--- config.mk ---
export PLATFORM = sky130hd
export DESIGN_NAME = led_matrix_scanner
export DESIGN_NICKNAME = d
export VERILOG_FILES = /design/src/rtl/led_matrix_scanner.sv
export SDC_FILE = /design/constraint.sdc
export NUM_CORES = 1
export LEC_CHECK = 0
export ABC_AREA = 1
export CORE_MARGIN = 8
export CORE_UTILIZATION = 29
export CTS_CLUSTER_DIAMETER = 200
export CTS_CLUSTER_SIZE = 28
export DETAILED_ROUTE_END_ITERATION = 8
export GPL_TIMING_DRIVEN = 0
export HOLD_SLACK_MARGIN = 0.06
export MAX_ROUTING_LAYER = met4
export PLACE_DENSITY_LB_ADDON = 0.1
export RECOVER_POWER = 50
export SLEW_MARGIN = 0
export SYNTH_ARGS = -nofsm -noshare
export SYNTH_HDL_FRONTEND = slang
export SYNTH_SLANG_ARGS = --single-unit
--- constraint.sdc ---
create_clock -name CLK -period 2.3 [get_ports CLK]
set_input_delay 0.46 -clock CLK [delete_from_list [all_inputs] [get_ports CLK]]
set_output_delay 0.46 -clock CLK [all_outputs]
set_load 0.03 [all_outputs]
--- src/rtl/led_matrix_scanner.sv ---
// ----------------------------------------------------------------------------
// LedMatrixScanner -- drives an 8-row x 12-column LED matrix one row at a time.
//
// A new bitmap is captured into a pending buffer whenever frame_valid is high.
// The scan is double-buffered. The pending bitmap moves into the display
// buffer only when the block leaves IDLE, or at the wrap from row 7 to row 0.
// This means a frame that is half way through its scan is never torn.
// Each row gets BLANK all-off cycles first, then DWELL cycles of drive.
//
// Parameters
//   DWELL        cycles each row is driven (1..65535)
//   BLANK        all-off cycles ahead of each row (1..65535)
// Ports
//   CLK          clock, all flops on the rising edge
//   RST          asynchronous, active-low reset
//   frame        96-bit bitmap, bit 12*r+c = row r, column c
//   frame_valid  qualifies frame for one cycle
//   row_sel      one-hot row drive (registered)
//   col          column drive for the selected row (registered)
//   frame_ack    one-cycle pulse when the pending frame enters the display buffer
//   frame_start  one-cycle pulse on the first drive cycle of row 0
// ----------------------------------------------------------------------------
module led_matrix_scanner #(
    parameter int unsigned DWELL = 1000,
    parameter int unsigned BLANK = 16
) (
    input  logic        CLK,
    input  logic        RST,
    input  logic [95:0] frame,
    input  logic        frame_valid,
    output logic [7:0]  row_sel,
    output logic [11:0] col,
    output logic        frame_ack,
    output logic        frame_start
);

    // The counter only ever reaches max(DWELL,BLANK)-1.
    localparam int unsigned MAXC = (DWELL > BLANK) ? DWELL : BLANK;
    localparam int unsigned CW   = (MAXC > 1) ? $clog2(MAXC) : 1;
    localparam logic [CW-1:0] BLANK_LAST = CW'(BLANK - 1);
    localparam logic [CW-1:0] DWELL_LAST = CW'(DWELL - 1);

    typedef enum logic [1:0] {
        ST_IDLE,
        ST_BLANK,
        ST_DRIVE
    } state_e;

    state_e        state_q, state_d;
    logic [2:0]    row_q, row_d;
    logic [CW-1:0] cnt_q, cnt_d;
    logic          pending_q, pending_d;
    logic [95:0]   pend_q, pend_d;
    logic [95:0]   disp_q, disp_d;
    logic [7:0]    row_sel_q, row_sel_d;
    logic [11:0]   col_q, col_d;
    logic          ack_q, ack_d;
    logic          start_q, start_d;
    logic          swap;

    // Next-state logic. The outputs are derived from the next state, so the
    // registered outputs always line up with the state they describe.
    always_comb begin
        state_d   = state_q;
        row_d     = row_q;
        cnt_d     = cnt_q;
        swap      = 1'b0;

        unique case (state_q)
            ST_IDLE: begin
                if (pending_q) begin
                    swap    = 1'b1;
                    row_d   = 3'd0;
                    cnt_d   = '0;
                    state_d = ST_BLANK;
                end
            end
            ST_BLANK: begin
                if (cnt_q == BLANK_LAST) begin
                    cnt_d   = '0;
                    state_d = ST_DRIVE;
                end else begin
                    cnt_d = cnt_q + CW'(1);
                end
            end
            ST_DRIVE: begin
                if (cnt_q == DWELL_LAST) begin
                    cnt_d   = '0;
                    state_d = ST_BLANK;
                    if (row_q == 3'd7) begin
                        // A frame boundary is the only point where the scan
                        // may pick up a new bitmap.
                        row_d = 3'd0;
                        swap  = pending_q;
                    end else begin
                        row_d = row_q + 3'd1;
                    end
                end else begin
                    cnt_d = cnt_q + CW'(1);
                end
            end
            default: begin
                state_d = ST_IDLE;
            end
        endcase

        // A swap reads the old pending buffer. A frame that arrives on that
        // same edge becomes the next pending frame.
        pend_d    = frame_valid ? frame : pend_q;
        pending_d = frame_valid ? 1'b1 : (swap ? 1'b0 : pending_q);
        disp_d    = swap ? pend_q : disp_q;

        row_sel_d = 8'd0;
        col_d     = 12'd0;
        if (state_d == ST_DRIVE) begin
            row_sel_d = 8'd1 << row_d;
            col_d     = disp_d[7'(row_d) * 7'd12 +: 12];
        end
        ack_d   = swap;
        start_d = (state_q == ST_BLANK) && (state_d == ST_DRIVE) && (row_q == 3'd0);
    end

    // State and output registers. Reset blanks the matrix immediately.
    always_ff @(posedge CLK or negedge RST) begin
        if (!RST) begin
            state_q   <= ST_IDLE;
            row_q     <= 3'd0;
            cnt_q     <= '0;
            pending_q <= 1'b0;
            pend_q    <= 96'd0;
            disp_q    <= 96'd0;
            row_sel_q <= 8'd0;
            col_q     <= 12'd0;
            ack_q     <= 1'b0;
            start_q   <= 1'b0;
        end else begin
            state_q   <= state_d;
            row_q     <= row_d;
            cnt_q     <= cnt_d;
            pending_q <= pending_d;
            pend_q    <= pend_d;
            disp_q    <= disp_d;
            row_sel_q <= row_sel_d;
            col_q     <= col_d;
            ack_q     <= ack_d;
            start_q   <= start_d;
        end
    end

    assign row_sel     = row_sel_q;
    assign col         = col_q;
    assign frame_ack   = ack_q;
    assign frame_start = start_q;

endmodule

# --- Word level (Yosys, flattened, before mapping) ---
# Cells that the tools add are included.
totals:
  regBits: 230
  input_bits: 99
  output_inout_bits: 22
  wordCells: 50
op_classes:
  add_sub_neg: 2
  multipliers: 1
  n_eq_ne: 7
  shift: 2
  n_mux: 21
  reduce_logical: 7
ops:
  columns: ["op", "count"]
  rows:
  - ["two-way mux 96 bit", 1]
  - ["variable part select 96 x 8 -> 12 bit", 1]
  - ["two-way mux 10 bit", 3]
  - ["case mux 10 bit (3 select lines)", 1]
  - ["two-way mux 12 bit", 1]
  - ["adder 10 x 1 -> 10 bit (second input constant)", 1]
  - ["equality test 10 bit (second input constant)", 1]
  - ["equality test 10 x 4 -> 1 bit (second input constant)", 1]
  - ["two-way mux 3 bit", 3]
  - ["two-way mux 8 bit", 1]
  - ["<< shifter 1 x 3 -> 8 bit (first input constant)", 1]
  - ["two-way mux 2 bit", 3]
  - ["case mux 2 bit (3 select lines)", 1]
  - ["case mux 3 bit (2 select lines)", 1]
  - ["multiplier 3 x 2 -> 5 bit (second input constant)", 1]
  - ["two-way mux 1 bit", 5]
  - ["equality test 2 bit (second input constant)", 2]
  - ["adder 3 x 1 -> 3 bit (second input constant)", 1]
  - ["equality test 3 bit (second input constant)", 1]
  - ["zero test 3 bit", 1]
  - ["nonzero test 3 bit", 1]
  - ["equality test 2 x 1 -> 1 bit (second input constant)", 1]
  - ["logical AND 1 bit", 2]
  - ["zero test 2 bit", 1]
  - ["other kinds (4)", 4]

# --- Longest topological paths before layout ---
# Gate-level depths: netlist of the first run.
depth:
  depth_word: 7
  mapped_depth: 15
  ltp_nobuf: 14

# --- Least setup slack after synthesis of the first run ---
# No wires, ideal clock.
synth_path:
  path_kind: "flip-flop to flip-flop"
  startpoint: "register state_q[0]"
  endpoint: "register col_q[9] (netlist: col[9])"
  setup_time_ns: 0.117
  t_arrival_ns: 1.884
  required_time_ns: 2.183
  path_slack_ns: 0.299
  path_stages_with_launch: 15
  path_buffers: 1
  synth_period_minus_slack_ns: 2.001
  cell_sequence: "dfrtp_1 > inv_1 > ha_1 > nor2_1 > a21oi_2 > or2_1 > nand2_2 > nor2_8 > nor2_8 > buf_4 > nand2_1 > nand2_1 > inv_1 > nand3_1 > nand2_1"
synth_between:
  elab_chain_len: 5
  elab_cells_between_ends: 14
  cone_classes: "mul: 1; eq/ne: 3; shift: 1; mux: 8; reduce/logical: 1"
synth_lines:
  columns: ["element", "line", "rtl"]
  rows:
  - ["start, declared", "49", "state_e state_q, state_d;"]
  - ["start signal, assigned", "137", "state_q <= state_d;"]
  - ["equality test 2 bit or zero test 2 bit (tied branches)", "69", "unique case (state_q)"]
  - ["case mux 3 bit (2 select lines) or case mux 1 bit (2 select lines) (tied branches)", "69", null]
  - ["multiplier 3 x 2 -> 5 bit or two-way mux 96 bit (tied branches)", "117, 111", null]
  - ["variable part select 96 x 8 -> 12 bit", "117", "col_d = disp_d[7'(row_d) * 7'd12 +: 12];"]
  - ["two-way mux 12 bit (*)", "115", "if (state_d == ST_DRIVE) begin"]
  - ["named net col_d[9]", "56", "logic [11:0] col_q, col_d;"]
  - ["end signal, assigned", "144", "col_q <= col_d;"]
  - ["end, declared", "56", null]
# Mark *: on every way through the listed nets, which the timed path passes. The rest lies on a longest branch.
# A chain may end at the register's enable or synchronous reset.

# --- Worst setup path after layout of the first run ---
layout_path:
  startpoint: "register state_q[0]"
  endpoint: "register col_q[8] (netlist: col[8])"
# Same word-level chain as after synthesis.

==> flow_metrics.py, run 1 <==
metrics = {
    "yosys": {
        "postSynthAreaPerCell_sq_um": 8.16,
        "synth_flop_cell": "dfrtp_1",
        "synth.ff_latch_count": 230,
        "synth_largest_type_area_fraction": 0.557,
        "synth-compound-area-share": 0.0569,
        "main_combinational_cell_family_by_area_after_synthesis": "simple AND/OR/NAND/NOR gates",
        "ys_warn_count": 0,
        "synthDominantAreaCellType": "dfrtp_1",
        "number_of_cells_produced_by_synthesis": 1267,
        "mappedNetlistNets": 1375,
        "yosys.area_share.xor_xnor": 0.00254,
        "post_synth_num_cell_types": 37,
        "mappedNetlistArea_sq_um": 10300,
        "synthSimpleGateAreaFrac": 0.279,
        "share_of_synthesized_area_spent_on_multiplexers": 0.000968,
        "adder_and_majority_gate_portion_of_the_synthesized_area": 0.0109,
        "seq_area_frac_synth": 0.557,
        "synth_enable_flop_cells": 0,
        "synth_async_sr_flop_share": 1.00,
        "post_synth_main_area_contributors": "dfrtp_1 (56%), nand2_1 (14%), nand3_1 (6.6%), inv_1 (6.3%), nor2_1 (4.4%)",
    },
    "floorplanning": {
        "design.core.area_sq_um": 35300,
        "i_o_pin_total": 121,
        "core.rowCount": 69,
        "initial_utilization": 0.293,
        "chipHeight_microns": 205,
        "design.die.area_sq_um": 42000,
        "die-width_microns": 205,
    },
    "worst_setup_path": {
        "cell_at_the_slowest_stage_of_the_critical_path": "dfrtp_1",
        "crit_path_cell_trace": "inv_2 -> ha_4 -> nor2_1 -> a21oi_2 -> or2_4 -> nand2_2 -> nor2_8 -> nand3_2 -> buf_6 -> nor2_1 -> nor2_2 -> nand2_2 -> nand2_2",
        "worst-endpoint-required_ps": 2690,
        "end_kind": "flop",
        "family_with_the_most_delay_on_the_worst_path": "simple AND/OR/NAND/NOR gates",
        "worstSetupStartpointType": "flop",
        "timing.critical_path.fanout_max": 10,
        "cp_slowest_stage_delay_ps": 430,
        "cp_data_arrival_time_ps": 2640,
        "crit_type": "reg -> reg",
        "critPathBufInv": 2,
        "path_common_cell": "nand2_2",
    },
    "power_and_ir_drop": {
        "ir_drop_mv": 0.444,
        "power_leakage_nw": 6.61,
        "power-per-cell-area_nw_per_um2": 594,
    },
    "placed_design": {
        "place.gp.congestion": 0.816,
        "io_buffer_count": 119,
        "hpwl_microns": 24200,
    },
    "cts": {
        "clock_sinks": 230,
        "clock_tree_from_tritoncts": "built",
        "clkSlewWorstSetupHoldPaths_ps": 120,
        "number_of_buffers_on_the_longest_clock_path": 3,
        "htree_num_levels": 1,
        "clkLatencyLatePin_ps": 500,
        "cts_buffers": 12,
        "cts.root.buffer_cell": "clkbuf_16",
    },
    "cells_and_area": {
        "final_layout_size_suffix_gt1_frac": 0.0951,
        "antenna-diode-count": 0,
        "most_common_library_cell_in_the_layout_ignoring_fill_and_taps": "nand2_1",
        "nets": 1528,
        "layout-area-overhead-vs-synth_pct": 25.0,
        "most-common-layout-cells": "nand2_1 (388), dfrtp_1 (230), inv_1 (172)",
    },
    "route": {
        "wl_per_cell_microns": 17.6,
        "via_count": 8271,
        "drt_wl_total_microns": 33000,
        "drt_pass1_iterations": 5,
        "vias_per_cell": 4.40,
        "drt_iter0_drc": 583,
        "ant_nets_after_route": 0,
        "route.detailed.drc": 0,
    },
    "sta": {
        "worstMarginPinSlew_ps": 1290,
        "totalNegativeSetupSlack_ps": 0,
        "grt_setup_unrepaired": "true",
        "report.final.setup_viol": 0,
        "whs_ps": 483,
        "post_route_skew_ps": 37.7,
        "layout_worst_path_cycle_share": 0.978,
        "worst_slew_margin_rel": 0.141,
        "max_freq_ghz": 0.445,
        "slew_viol_final": 0,
        "finalHoldViolations": 0,
        "post-route-min-period_ps": 2250,
    },
    "grt": {
        "track_usage": 0.163,
        "globalRoute.totalOverflow": 0,
        "antenna_violations_before_repair": 0,
        "wire_length_of_the_first_global_routing_pass_microns": 51400,
        "via_count_of_the_first_global_routing_pass": 8420,
        "maximum_number_of_pins_on_one_net_before_global_route_repair": 100,
    },
    "hold_path": {
        "holdCritPathClass": "in -> reg",
    },
    "flow_run": {
        "cap_viol_max_count": 0,
    },
    "outcome": {
        "status": "finished clean",
    },
}
[Yosys cell counts (all sizes together) (2+ instances only)]
cell	count
a21oi	9
clkbuf	31
xor2	2
buf	30
nor2	126
nand4	3
dfrtp	230
nor3	3
o21ai	86
or2	2
nand3	140
o21a	5
clkinv	2
inv	175
a211oi	2
ha	9
nand2	408
[per-layer routing]
layer | wire (microns) | GRT usage | part of all wire | vias to the layer above
met5 | 0 | - | 0 | -
met4 | 456 | 0.0260 | 0.014 | 0
met3 | 1030 | 0.0172 | 0.031 | 20
met2 | 15700 | 0.260 | 0.47 | 150
met1 | 15900 | 0.226 | 0.48 | 3935
li1 | - | - | - | 4166
[worst reg2reg max path, cell delays in order (launching register included)]
cell	delay (ps)
dfrtp_1	430
inv_2	130
ha_4	200
nor2_1	80
a21oi_2	150
or2_4	160
nand2_2	80
nor2_8	160
nand3_2	160
buf_6	200
nor2_1	140
nor2_2	70
nand2_2	100
nand2_2	90
[area by class of cell]
class	count	area, sq um
Inverter	177	664
Tap cell	461	577
Clock buffer	13	325
Clock inverter	1	30.0
Fill cell	3745	22400
Buffer	61	397
Timing Repair Buffer	139	1390
Sequential cell	230	5760
Multi-Input combinational cell	799	3790
[worst paths after layout]
kind / startpoint / to / slack, ps / cells past startpoint
max: state_q[0]$_DFF_PN0_ / col[8]$_DFF_PN0_ / 50 / 13
min: frame[34] / pend_q[34]$_DFFE_PN0P_ / 480 / 3
max reg2reg: state_q[0]$_DFF_PN0_ / col[8]$_DFF_PN0_ / 50 / 13
min reg2reg: pend_q[25]$_DFFE_PN0P_ / pend_q[25]$_DFFE_PN0P_ / 480 / 2
max in group asynchronous: RST / pend_q[45]$_DFFE_PN0P_ / 320 / 3
min in group asynchronous: RST / cnt_q[8]$_DFFE_PN0P_ / 800 / 2
[metrics by stage]
step            util  cell area, sq um  instances  power (W)  worst slack, ps
6_report       0.366             12900       1881    0.00768             51.6
3_3_place_gp   0.343             12100       1847    0.00530            -9960
4_1_cts        0.361             12700       1871    0.00781            0.445
3_5_place_dp   0.345             12200       1849    0.00531             -292
5_1_grt        0.366             12900       1881    0.00805            -44.9
2_1_floorplan      -             10300       1267    0.00483              299
[cell families (layout without fill, tap and decap cells)]
group | count (synthesis) | in the layout
buf+inv | 238 | 391
xor+xnor | 3 | 3
compound gates | 103 | 103
flops | 230 | 230
simple gates | 683 | 683
fa+ha+maj | 9 | 9
mux | 1 | 1
[flip-flops by register name, summed over array words and instances, names as in the netlist, 2 cells and up]
signal	cells
disp_q	96
pend_q	96
col	12
cnt_q	10
row_sel	8
row_q	3
state_q	2
[report_power, final]
part,switching [W],internal (W)
logic,0.000491,0.000331
clock network,0.00141,0.00105
registers,0.0000898,0.00430
[repair_timing]
item / in CTS / in global routing
hold buffers: 1 / 0
gates resized for setup: 45 / 44
setup buffers: 7 / 10
endpoints found under the setup margin: 12 / 12
pin swaps: 4 / 16
hold endpoints to repair: 44 / 0
No activity file was read; power rests on OpenSTA's default activity.
==> inputs of run 2 (changes only) <==
Settings changed: ABC_AREA 1 to unset, MAX_ROUTING_LAYER met4 to unset.
==> run 2 against run 1 <==
Net effect: the flow now finishes with violations (negative setup slack); routed wire length decreased by 2.2%; count of clock-buffer cells in the layout unchanged; first-iteration DRC count is 23% lower; die area fell by 2.3%; highest routed layer unchanged.
==> flow_metrics.py, run 2 <==
metrics = {
    "outcome": {
        "status": "finished, violations left",
        "failed_checks": "negative setup slack",
    },
    "yosys": {
        "mappedNetlistArea_sq_um": 10100,
        "synth.ff_latch_count": 230,
        "synth_top_cells_by_count": "dfrtp_1 (230), mux2_2 (144), inv_1 (58), nand3_1 (52), and2_1 (51)",
        "synth_flop_cell": "dfrtp_1",
        "synth_most_common_cell": "dfrtp_1",
        "number_of_cells_produced_by_synthesis": 814,
        "synth_enable_flop_cells": 0,
        "synth_async_sr_flop_share": 1.00,
        "synth_largest_type_area_fraction": 0.571,
        "synthDominantAreaCellType": "dfrtp_1",
        "post_synth_num_cell_types": 45,
        "ys_warn_count": 0,
        "post_synth_main_area_contributors": "dfrtp_1 (57%), mux2_2 (16%), a32oi_1 (4.3%), o2111ai_1 (4.2%), and2_1 (3.2%)",
        "seq_area_frac_synth": 0.571,
        "postSynthAreaPerCell_sq_um": 12.4,
        "mappedNetlistNets": 922,
    },
    "worst_setup_path": {
        "worst-endpoint-required_ps": 2620,
        "cell_at_the_slowest_stage_of_the_critical_path": "or4_4",
        "crit_path_cell_trace": "ha_4 -> nand4_4 -> or4_4 -> or3_4 -> and2_4 -> clkbuf_16 -> clkbuf_16 -> o2111ai_4 -> nand4_1",
        "cp_slowest_stage_delay_ps": 540,
        "end_kind": "flop",
        "setup.reg_to_reg.worst_slack_ps": -490,
        "worstSetupStartpointType": "flop",
        "worst_r2r_path_depth": 9,
        "path_common_cell": "clkbuf_16",
        "cp_data_arrival_time_ps": 3110,
        "crit_type": "reg -> reg",
        "timing.critical_path.fanout_max": 5,
    },
    "cells_and_area": {
        "postLayoutCoreUtil": 0.408,
        "antenna-diode-count": 0,
        "layout-area-overhead-vs-synth_pct": 39.2,
        "most_common_library_cell_in_the_layout_ignoring_fill_and_taps": "dfrtp_1",
        "nets": 1101,
        "final_design_area_no_fill_sq_um": 14000,
        "most-common-layout-cells": "dfrtp_1 (226), mux2_2 (121), clkdlybuf4s50_1 (118)",
        "final_layout_size_suffix_gt1_frac": 0.359,
    },
    "placed_design": {
        "place_area_sq_um": 12100,
        "hpwl_microns": 22700,
        "place.gp.congestion": 0.816,
        "io_buffer_count": 119,
    },
    "grt": {
        "maximum_number_of_pins_on_one_net_before_global_route_repair": 115,
        "track_usage": 0.153,
        "via_count_of_the_first_global_routing_pass": 7591,
        "wire_length_of_the_first_global_routing_pass_microns": 48700,
        "globalRoute.totalOverflow": 0,
        "antenna_violations_before_repair": 0,
    },
    "sta": {
        "grt_setup_unrepaired": "true",
        "post-route-min-period_ps": 2790,
        "layout_worst_path_cycle_share": 1.21,
        "worst_slack_ps": -490,
        "worst_slew_margin_rel": 0.276,
        "slew_viol_final": 0,
        "finalHoldViolations": 0,
        "post_route_skew_ps": 43.6,
        "max_freq_ghz": 0.358,
        "report.final.setup_viol": 23,
        "worstMarginPinSlew_ps": 1090,
        "whs_ps": 398,
    },
    "floorplanning": {
        "die-width_microns": 202,
        "design.die.area_sq_um": 41000,
        "design.core.area_sq_um": 34400,
        "initial_utilization": 0.293,
        "core.rowCount": 68,
        "chipHeight_microns": 202,
        "i_o_pin_total": 121,
    },
    "cts": {
        "cts.root.buffer_cell": "clkbuf_16",
        "clock_tree_from_tritoncts": "built",
        "clock_sinks": 230,
        "cts_buffers": 12,
        "number_of_buffers_on_the_longest_clock_path": 3,
        "clkLatencyLatePin_ps": 500,
        "clkSlewWorstSetupHoldPaths_ps": 120,
        "htree_num_levels": 1,
    },
    "route": {
        "via_count": 7157,
        "drt_iter0_drc": 449,
        "wl_per_cell_microns": 22.3,
        "drt_pass1_iterations": 6,
        "ant_nets_after_route": 0,
        "vias_per_cell": 4.94,
        "route.detailed.drc": 0,
        "drt_wl_total_microns": 32300,
    },
    "power_and_ir_drop": {
        "power_leakage_nw": 6.09,
        "ir_drop_mv": 0.510,
        "power-per-cell-area_nw_per_um2": 551,
    },
    "hold_path": {
        "holdCritPathClass": "in -> async",
    },
    "flow_run": {
        "cap_viol_max_count": 0,
    },
}
[run 2: changes by cell type after synthesis, sizes merged, moves of 50 or more]
cell / before / now
nand2: 408 / 21
mux2: 0 / 144
inv: 175 / 59
nor2: 126 / 12
nand3: 140 / 52
o21ai: 86 / 16
and2: 0 / 51
a32oi: 0 / 50
[run 2: report_power, final]
part	switching [W]	internal [W]
clock network	0.00140	0.00105
logic	0.000376	0.000448
registers	0.000150	0.00430
total	0.00193	0.00580
[run 2: cells by family (layout without fill, tap and decap cells)]
group,after synthesis,count (layout),share of synthesized area
flip-flops,230,230,0.571
AND/OR/NAND/NOR,177,177,0.0995
multiplexers,145,145,0.162
AO/OA/AOI/OAI,129,129,0.108
buffers and inverters,124,303,0.0493
adder cells (fa/ha/maj),9,9,0.0112
[run 2: path summary, 6_finish.rpt]
path	startpoint	end
worst max-delay path	cnt_q[1]$_DFFE_PN0P_	col[0]$_DFF_PN0_
worst min-delay path	RST	cnt_q[0]$_DFFE_PN0P_
worst max register to register	cnt_q[1]$_DFFE_PN0P_	col[0]$_DFF_PN0_
worst min register to register	disp_q[22]$_DFF_PN0_	disp_q[22]$_DFF_PN0_
max in group asynchronous	RST	pend_q[9]$_DFFE_PN0P_
min in group CLK	disp_q[22]$_DFF_PN0_	disp_q[22]$_DFF_PN0_
[run 2: critical path: cells and delay by family (launching register included)]
kind	cells	cell delay [ps]
flops	1	420
simple gates	5	1440
buf+inv	2	330
fa+ha+maj	1	170
compound gates	1	240
[run 2: cell type report]
type,count,area [sq um]
flip-flops and latches,230,5760
repair buffers,170,1750
fillers,3299,20300
inverters,59,228
clock inverters,1,30.0
clock buffers,13,325
multi-input cells,460,4810
well taps,455,569
plain buffers,60,558
[run 2: stage by stage]
step	total power [W]	setup slack (ps)	setup TNS, ps	cells
after global placement	0.00530	-9790	-2304300	1388
after CTS	0.00783	-499	-7640	1433
after detailed placement	0.00531	-1050	-55900	1390
final	0.00773	-490	-7960	1448
after global routing	0.00805	-549	-10880	1448
after floorplan	0.00484	-248	-3320	814
[run 2: per-layer routing]
metal  global-route usage  up-vias  part of all wire
li1                     -     3315                 -
met3               0.0218       31             0.038
met5                    0        -                 0
met2                0.241      160              0.46
met1                0.221     3651              0.48
met4               0.0342        0             0.022
[run 2: what timing repair did]
action / CTS / global route
hold buffers: 1 / 0
gates resized for setup: 137 / 94
endpoints found under the setup margin: 131 / 99
cloned: 4 / 4
hold endpoints to repair: 5 / 0
setup buffers: 26 / 14
pin swaps: 27 / 22
==> inputs of run 3 (changes only) <==
Settings changed: CORE_ASPECT_RATIO set to 1.2, CORE_UTILIZATION 29 to 48.
==> run 3 against run 2 <==
Net effect: the run still ends with negative setup slack left; total power is 1.4% lower; critical path depth is 1 higher; final cell count is 12% lower; combinational power is 2% lower; fmax is 1.7% higher; largest power group unchanged.
==> flow_metrics.py, run 3 (same netlist as run 2, synthesis figures left out) <==
metrics = {
    "worst_setup_path": {
        "reg2reg_from": "state_q[0]$_DFF_PN0_",
        "worst-endpoint-required_ps": 2630,
        "timing.critical_path.fanout_max": 6,
        "setup.reg_to_reg.worst_slack_ps": -440,
        "worstSetupStartpointType": "flop",
        "cp_data_arrival_time_ps": 3080,
        "crit_type": "reg -> reg",
        "worstReg2RegEnd": "col[0]$_DFF_PN0_",
        "end_kind": "flop",
        "worst_r2r_path_depth": 10,
    },
    "sta": {
        "grt_setup_unrepaired": "true",
        "post_route_skew_ps": 30.5,
        "totalNegativeSetupSlack_ps": -6320,
        "slew_viol_final": 0,
        "report.final.setup_viol": 28,
        "finalHoldViolations": 0,
        "max_freq_ghz": 0.364,
        "worst_slew_margin_rel": 0.284,
        "worstMarginPinSlew_ps": 1070,
        "post-route-min-period_ps": 2740,
        "worst_slack_ps": -444,
        "layout_worst_path_cycle_share": 1.19,
    },
    "floorplanning": {
        "initial_utilization": 0.484,
        "design.core.area_sq_um": 20800,
        "core.rowCount": 58,
        "die-width_microns": 148,
        "i_o_pin_total": 121,
        "chipHeight_microns": 175,
        "design.die.area_sq_um": 25900,
    },
    "grt": {
        "via_count_of_the_first_global_routing_pass": 7711,
        "antenna_violations_before_repair": 0,
        "maximum_number_of_pins_on_one_net_before_global_route_repair": 83,
        "wire_length_of_the_first_global_routing_pass_microns": 43800,
        "track_usage": 0.214,
        "globalRoute.totalOverflow": 0,
    },
    "route": {
        "via_count": 7381,
        "route.detailed.drc": 0,
        "drt_wl_total_microns": 28600,
        "vias_per_cell": 5.82,
        "drt_pass1_iterations": 6,
        "drt_iter0_drc": 461,
        "wl_per_cell_microns": 22.5,
        "ant_nets_after_route": 0,
    },
    "cells_and_area": {
        "final_layout_size_suffix_gt1_frac": 0.384,
        "antenna-diode-count": 0,
        "most-common-layout-cells": "dfrtp_1 (225), mux2_2 (135), clkdlybuf4s50_1 (118)",
        "nets": 1106,
        "most_common_library_cell_in_the_layout_ignoring_fill_and_taps": "dfrtp_1",
        "layout-area-overhead-vs-synth_pct": 37.8,
        "layout.cells.non_filler": 1268,
    },
    "placed_design": {
        "io_buffer_count": 119,
        "place.gp.congestion": 0.888,
        "hpwl_microns": 19500,
        "place_inst": 1205,
    },
    "hold_path": {
        "hold_depth": 1,
        "hold-path-endpoint": "disp_q[92]$_DFF_PN0_",
        "holdCritPathClass": "reg -> reg",
        "hold_start": "disp_q[92]$_DFF_PN0_",
    },
    "cts": {
        "clock_sinks": 230,
        "cts.root.buffer_cell": "clkbuf_16",
        "htree_num_levels": 1,
        "cts_buffers": 12,
        "clock_tree_from_tritoncts": "built",
        "number_of_buffers_on_the_longest_clock_path": 3,
        "clkSlewWorstSetupHoldPaths_ps": 100,
        "clkLatencyLatePin_ps": 490,
    },
    "power_and_ir_drop": {
        "power-per-cell-area_nw_per_um2": 549,
        "power_leakage_nw": 6.11,
        "ir_drop_mv": 0.626,
    },
    "outcome": {
        "status": "finished, violations left",
        "failed_checks": "negative setup slack",
    },
    "flow_run": {
        "cap_viol_max_count": 0,
    },
}
## run 3: cell count changes in the layout (fill, tap and decap cells not counted), sizes merged
cell,before,now
buf,64,67
clkbuf,60,62
## run 3: critical path, cell delays in order, from the launching register on
cell and delay, ps:
dfrtp_1 400, inv_2 90, ha_4 170, inv_2 40, or4_4 530, or3_4 380, and2_4 190, clkbuf_16 160
clkbuf_16 170, o2111ai_4 260, nand4_1 200
## run 3: worst max path at each step
stage                         start             endpoint  slack, ps  cells after the start
2_1_floorplan  cnt_q[8]$_DFFE_PN0P_     col[0]$_DFF_PN0_       -250                      7
3_3_place_gp                    RST  disp_q[1]$_DFF_PN0_      -9070                      1
3_5_place_dp   state_q[0]$_DFF_PN0_     col[0]$_DFF_PN0_       -940                     11
4_1_cts        cnt_q[4]$_DFFE_PN0P_     col[8]$_DFF_PN0_       -440                      9
5_1_grt        state_q[0]$_DFF_PN0_     col[0]$_DFF_PN0_       -470                     10
6_report       state_q[0]$_DFF_PN0_     col[0]$_DFF_PN0_       -440                     10
## run 3: cell type report
| class | instances | area (sq um) |
|---|---|---|
| Buffer | 60 | 493 |
| Sequential cell | 230 | 5760 |
| Inverter | 59 | 230 |
| Multi-Input combinational cell | 460 | 4880 |
| Clock inverter | 1 | 30.0 |
| Fill cell | 1555 | 6930 |
| Timing Repair Buffer | 175 | 1830 |
| Tap cell | 270 | 338 |
| Clock buffer | 13 | 325 |
## run 3: power by group
group | switching (W) | internal [W]
clock | 0.00132 | 0.00105
combinational | 0.000363 | 0.000447
sequential | 0.000149 | 0.00430
## run 3: timing repair
item | CTS | global route
gates cloned | 4 | 5
endpoints found under the hold margin | 78 | 0
buffers inserted | 29 | 15
hold buffers | 1 | 0
pin swaps | 29 | 36
gates resized for setup | 107 | 134
endpoints found under the setup margin | 110 | 76
## run 3: metrics by stage
step	worst slack (ps)	power, W	util	hold WS (ps)	instance area, sq um
3_3_place_gp	-9070	0.00525	0.568	481	11800
5_1_grt	-467	0.00789	0.667	527	13900
6_report	-444	0.00762	0.667	513	13900
2_1_floorplan	-248	0.00484	-	164	10300
4_1_cts	-438	0.00764	0.630	512	13100
3_5_place_dp	-937	0.00527	0.571	469	11900
## run 3: routing by layer
layer / routed length, microns / vias to the layer above / share of wire / global-route usage
li1: - / 3313 / - / -
met1: 11900 / 3767 / 0.42 / 0.279
met2: 14300 / 248 / 0.50 / 0.358
met3: 1400 / 53 / 0.049 / 0.0303
met4: 974 / 0 / 0.034 / 0.0741
met5: 0 / - / 0 / 0
==> RTL change 1 (flow settings as in run 1) <==
Re-encode `state_e` (3 states) as one-hot, 3 bits wide.
--- a/src/rtl/led_matrix_scanner.sv
+++ b/src/rtl/led_matrix_scanner.sv
@@ -41,8 +41,8 @@
     localparam logic [CW-1:0] DWELL_LAST = CW'(DWELL - 1);
 
-    typedef enum logic [1:0] {
-        ST_IDLE,
-        ST_BLANK,
-        ST_DRIVE
+    typedef enum logic [2:0] {
+        ST_IDLE  = 3'b001,
+        ST_BLANK = 3'b010,
+        ST_DRIVE = 3'b100
     } state_e;
 
Function: no difference found for any inputs over 4 cycles, from zero or initial values and one cycle with RST low; so few cycles prove little.
==> RTL change 1 against run 1 <==
Critical path depth grew 1; wire length shrank 6.5%; global-route usage shrank 0.56 points; sequential cell count grew 1; clock skew shrank 0.0055 ns; utilization grew 0.36 points; cell area shrank 3.9%; die area shrank 3.9%; power grew 1.4%; critical path type unchanged; synthesized cell count shrank 6.2%; area after synthesis shrank 4.2%; setup slack gained 0.015 ns; largest power group unchanged.
==> RTL change 1: results <==
group,metric,value,unit
setup_path,reg2reg_to,"col[11]",
power,power.leakage,6.38,nW
placement,place_area,11700,µm²
sta,max_freq,448,MHz
logic_synthesis,ys_seq_area_frac,0.584,
route,firstDrtPassIters,4,
logic_synthesis,yosys-top-cells-count,"nand2_1, dfrtp_1, inv_1",
logic_synthesis,synth.distinct_cells,32,
logic_synthesis,netlist_top_cells_area,"dfrtp_1, nand2_1, nand3_1, inv_1, nor2_1",
logic_synthesis,syn_nets,1292,
placement,dp_hpwl,22.8,mm
route,via_per_inst,4.40,
grt,track_usage,0.157,
power,combinationalPower,0.852,mW
finish,regArea,5780,µm²
finish,drive_gt1_frac,0.0898,
setup_path,rrSetupSlack,0.07,ns
finish,fillers,3518,
setup_path,cp-startpoint,"row_q[0]",
sta,tightest_slew,1.11,ns
placement,preCtsSetupSlack,-0.422,ns
route,drt-initial-drc-count,510,
grt,first_global_vias,8215,
setup_path,arrival,2.65,ns
setup_path,r2r_cells,14,
power,powerSeq,4.46,mW
status,outcome,"complete, no violations",
power,vdd_drop_max,421,µV
sta,clock_skew,0.0322,ns
grt,grt_max_degree,96,
logic_synthesis,postSynthAreaPerCell,8.33,µm²
min_path,holdCritPathClass,"primary input to asynchronous set/reset pin",
power,swShare,0.258,
==> RTL change 1: logic make-up (layout without fill, tap and decap cells) <==
family                   after synthesis  after routing  share of synthesized area
flip-flops                           231            231                      0.584
AO/OA/AOI/OAI                        101            101                     0.0595
adder cells (fa/ha/maj)                4              4                    0.00505
XOR/XNOR                               2              2                    0.00177
AND/OR/NAND/NOR                      669            669                      0.277
buffers and inverters                182            330                     0.0733
==> RTL change 1: what timing repair did <==
| action | in CTS | in global routing |
|---|---|---|
| gates resized for setup | 56 | 45 |
| hold buffers | 1 | 0 |
| endpoints found under the hold margin | 52 | 0 |
| pin swaps | 5 | 7 |
| endpoints found under the setup margin | 12 | 12 |
| setup buffers | 7 | 3 |
==> RTL change 1: critical path, stage by stage, from the launching register on <==
cell and delay (ns):
dfrtp_1 0.40, ha_1 0.22, ha_1 0.19, inv_2 0.08, a21oi_4 0.06, buf_4 0.14, nand2_4 0.10, buf_8 0.14
buf_12 0.14, nand2_1 0.05, nand2_1 0.10, nor2_1 0.07, nor2_2 0.21, nand3_2 0.14, nand2_1 0.11
==> RTL change 1: metal layers <==
metal / wire, µm / GRT usage / up-vias
met2: 14600 / 0.254 / 145
li1: - / - / 3939
met3: 937 / 0.0176 / 23
met4: 410 / 0.0255 / 0
met1: 15000 / 0.215 / 3739
met5: 0 / - / -
==> RTL change 1: layout make-up <==
type	count	share of cell area
tap	448	0.0451
timing repair buffer	132	0.105
clock inverter	1	0.00242
multi-input combinational	776	0.287
inverter	125	0.0379
clock buffer	16	0.0271
sequential	231	0.465
buffer	56	0.0311
==> RTL change 2 (settings of run 1) <==
Made on the original files. Change the parameter `BLANK` from 16 to 32.
--- a/src/rtl/led_matrix_scanner.sv
+++ b/src/rtl/led_matrix_scanner.sv
@@ -23,5 +23,5 @@
 module led_matrix_scanner #(
     parameter int unsigned DWELL = 1000,
-    parameter int unsigned BLANK = 16
+    parameter int unsigned BLANK = 32
 ) (
     input  logic        CLK,
Formal check against the unedited RTL: no difference found for any inputs over 10 cycles, from zero or initial values and one cycle with RST low; that may be too few to reach the edited logic, so the function may still have changed.
==> RTL change 2 against run 1 <==
Worst hold slack lost 0.0017 ns; area after synthesis down 2.4%; combinational power down 11%; wire length decreased by 5.8%; cell area decreased by 2.5%; setup slack improved by 0.030 ns; sequential cell count stayed put; power fell by 1.5%; global-route usage shrank 0.82 points.
==> RTL change 2: results <==
group,metric,value,unit
status,outcome,"complete, no violations",
grt,track_usage,0.155,
min_path,holdCritPathClass,"flip-flop to flip-flop",
route,wl_met2,14.3,mm
min_path,min_to,"pend_q[94]",
placement,dp_hpwl,23.3,mm
route,routedWlPerCell,17.0,µm
sta,clock_skew,0.0263,ns
logic_synthesis,synth_compound_area_frac,0.00756,
grt,grtUsageMet3,0.0177,
setup_path,slowest_delay,0.40,ns
logic_synthesis,synthAdderAreaFrac,0.0112,
placement,place_inst,1806,
grt,first_global_vias,8590,
placement,preCtsSetupSlack,-0.525,ns
logic_synthesis,synth_mux_area_frac,0,
logic_synthesis,synth_xor_area_frac,0.00434,
sta,tightest_slew,1.16,ns
finish,fin_nets,1487,
grt,grt_max_degree,102,
finish,fillers,3695,
sta,fin_hold_ws,0.482,ns
route,wl_met1,15.7,mm
setup_path,arrival,2.57,ns
route,drt-initial-drc-count,596,
==> RTL change 2: worst min-delay path, stage by stage (launching register included) <==
cell and delay, ns:
dfrtp_1 0.36, nand2_1 0.05, nand2_1 0.05
==> RTL change 2: worst max path at each step <==
stage,from,to,slack [ns],cells after the start
2_1_floorplan,state_q[1],col[0],0.40,11
3_3_place_gp,RST,pend_q[39],-9.79,1
3_5_place_dp,frame_valid,pend_q[70],-0.53,5
4_1_cts,row_q[0],col[3],0.001,13
5_1_grt,state_q[1],col[9],-0.05,13
6_report,cnt_q[0],col[11],0.08,14
==> RTL change 2: repair_timing <==
item,4_1_cts,5_1_grt
hold buffers,1,0
pin swaps,4,8
setup buffers,6,8
setup endpoints to repair,56,15
endpoints found under the hold margin,42,0
gates resized for setup,44,38
==> RTL change 2: cell type report <==
| class | instances | area (µm²) | area share |
|---|---|---|---|
| diodes | 1 | 2.50 | 0.000198 |
| plain buffers | 67 | 459 | 0.0364 |
| clock buffers | 13 | 325 | 0.0258 |
| clock inverters | 1 | 30.0 | 0.00238 |
| inverters | 23 | 88.8 | 0.00704 |
| multi-input cells | 909 | 4020 | 0.319 |
| flip-flops and latches | 230 | 5760 | 0.456 |
| well taps | 455 | 569 | 0.0451 |
| repair buffers | 136 | 1360 | 0.108 |
==> RTL change 2: report_power, final <==
part	total (mW)	switching, mW	internal, mW	leakage [nW]
sequential	4.41	0.124	4.29	2.90
clock	2.43	1.38	1.05	0.172
combinational	0.729	0.409	0.319	3.40
==> RTL change 2: per-stage QoR <==
step,power (mW),cell area (µm²)
finish,7.56,12600
global route,7.92,12600
CTS,7.70,12500
detailed placement,5.24,11900
global placement,5.22,11900
floorplan,4.78,10100
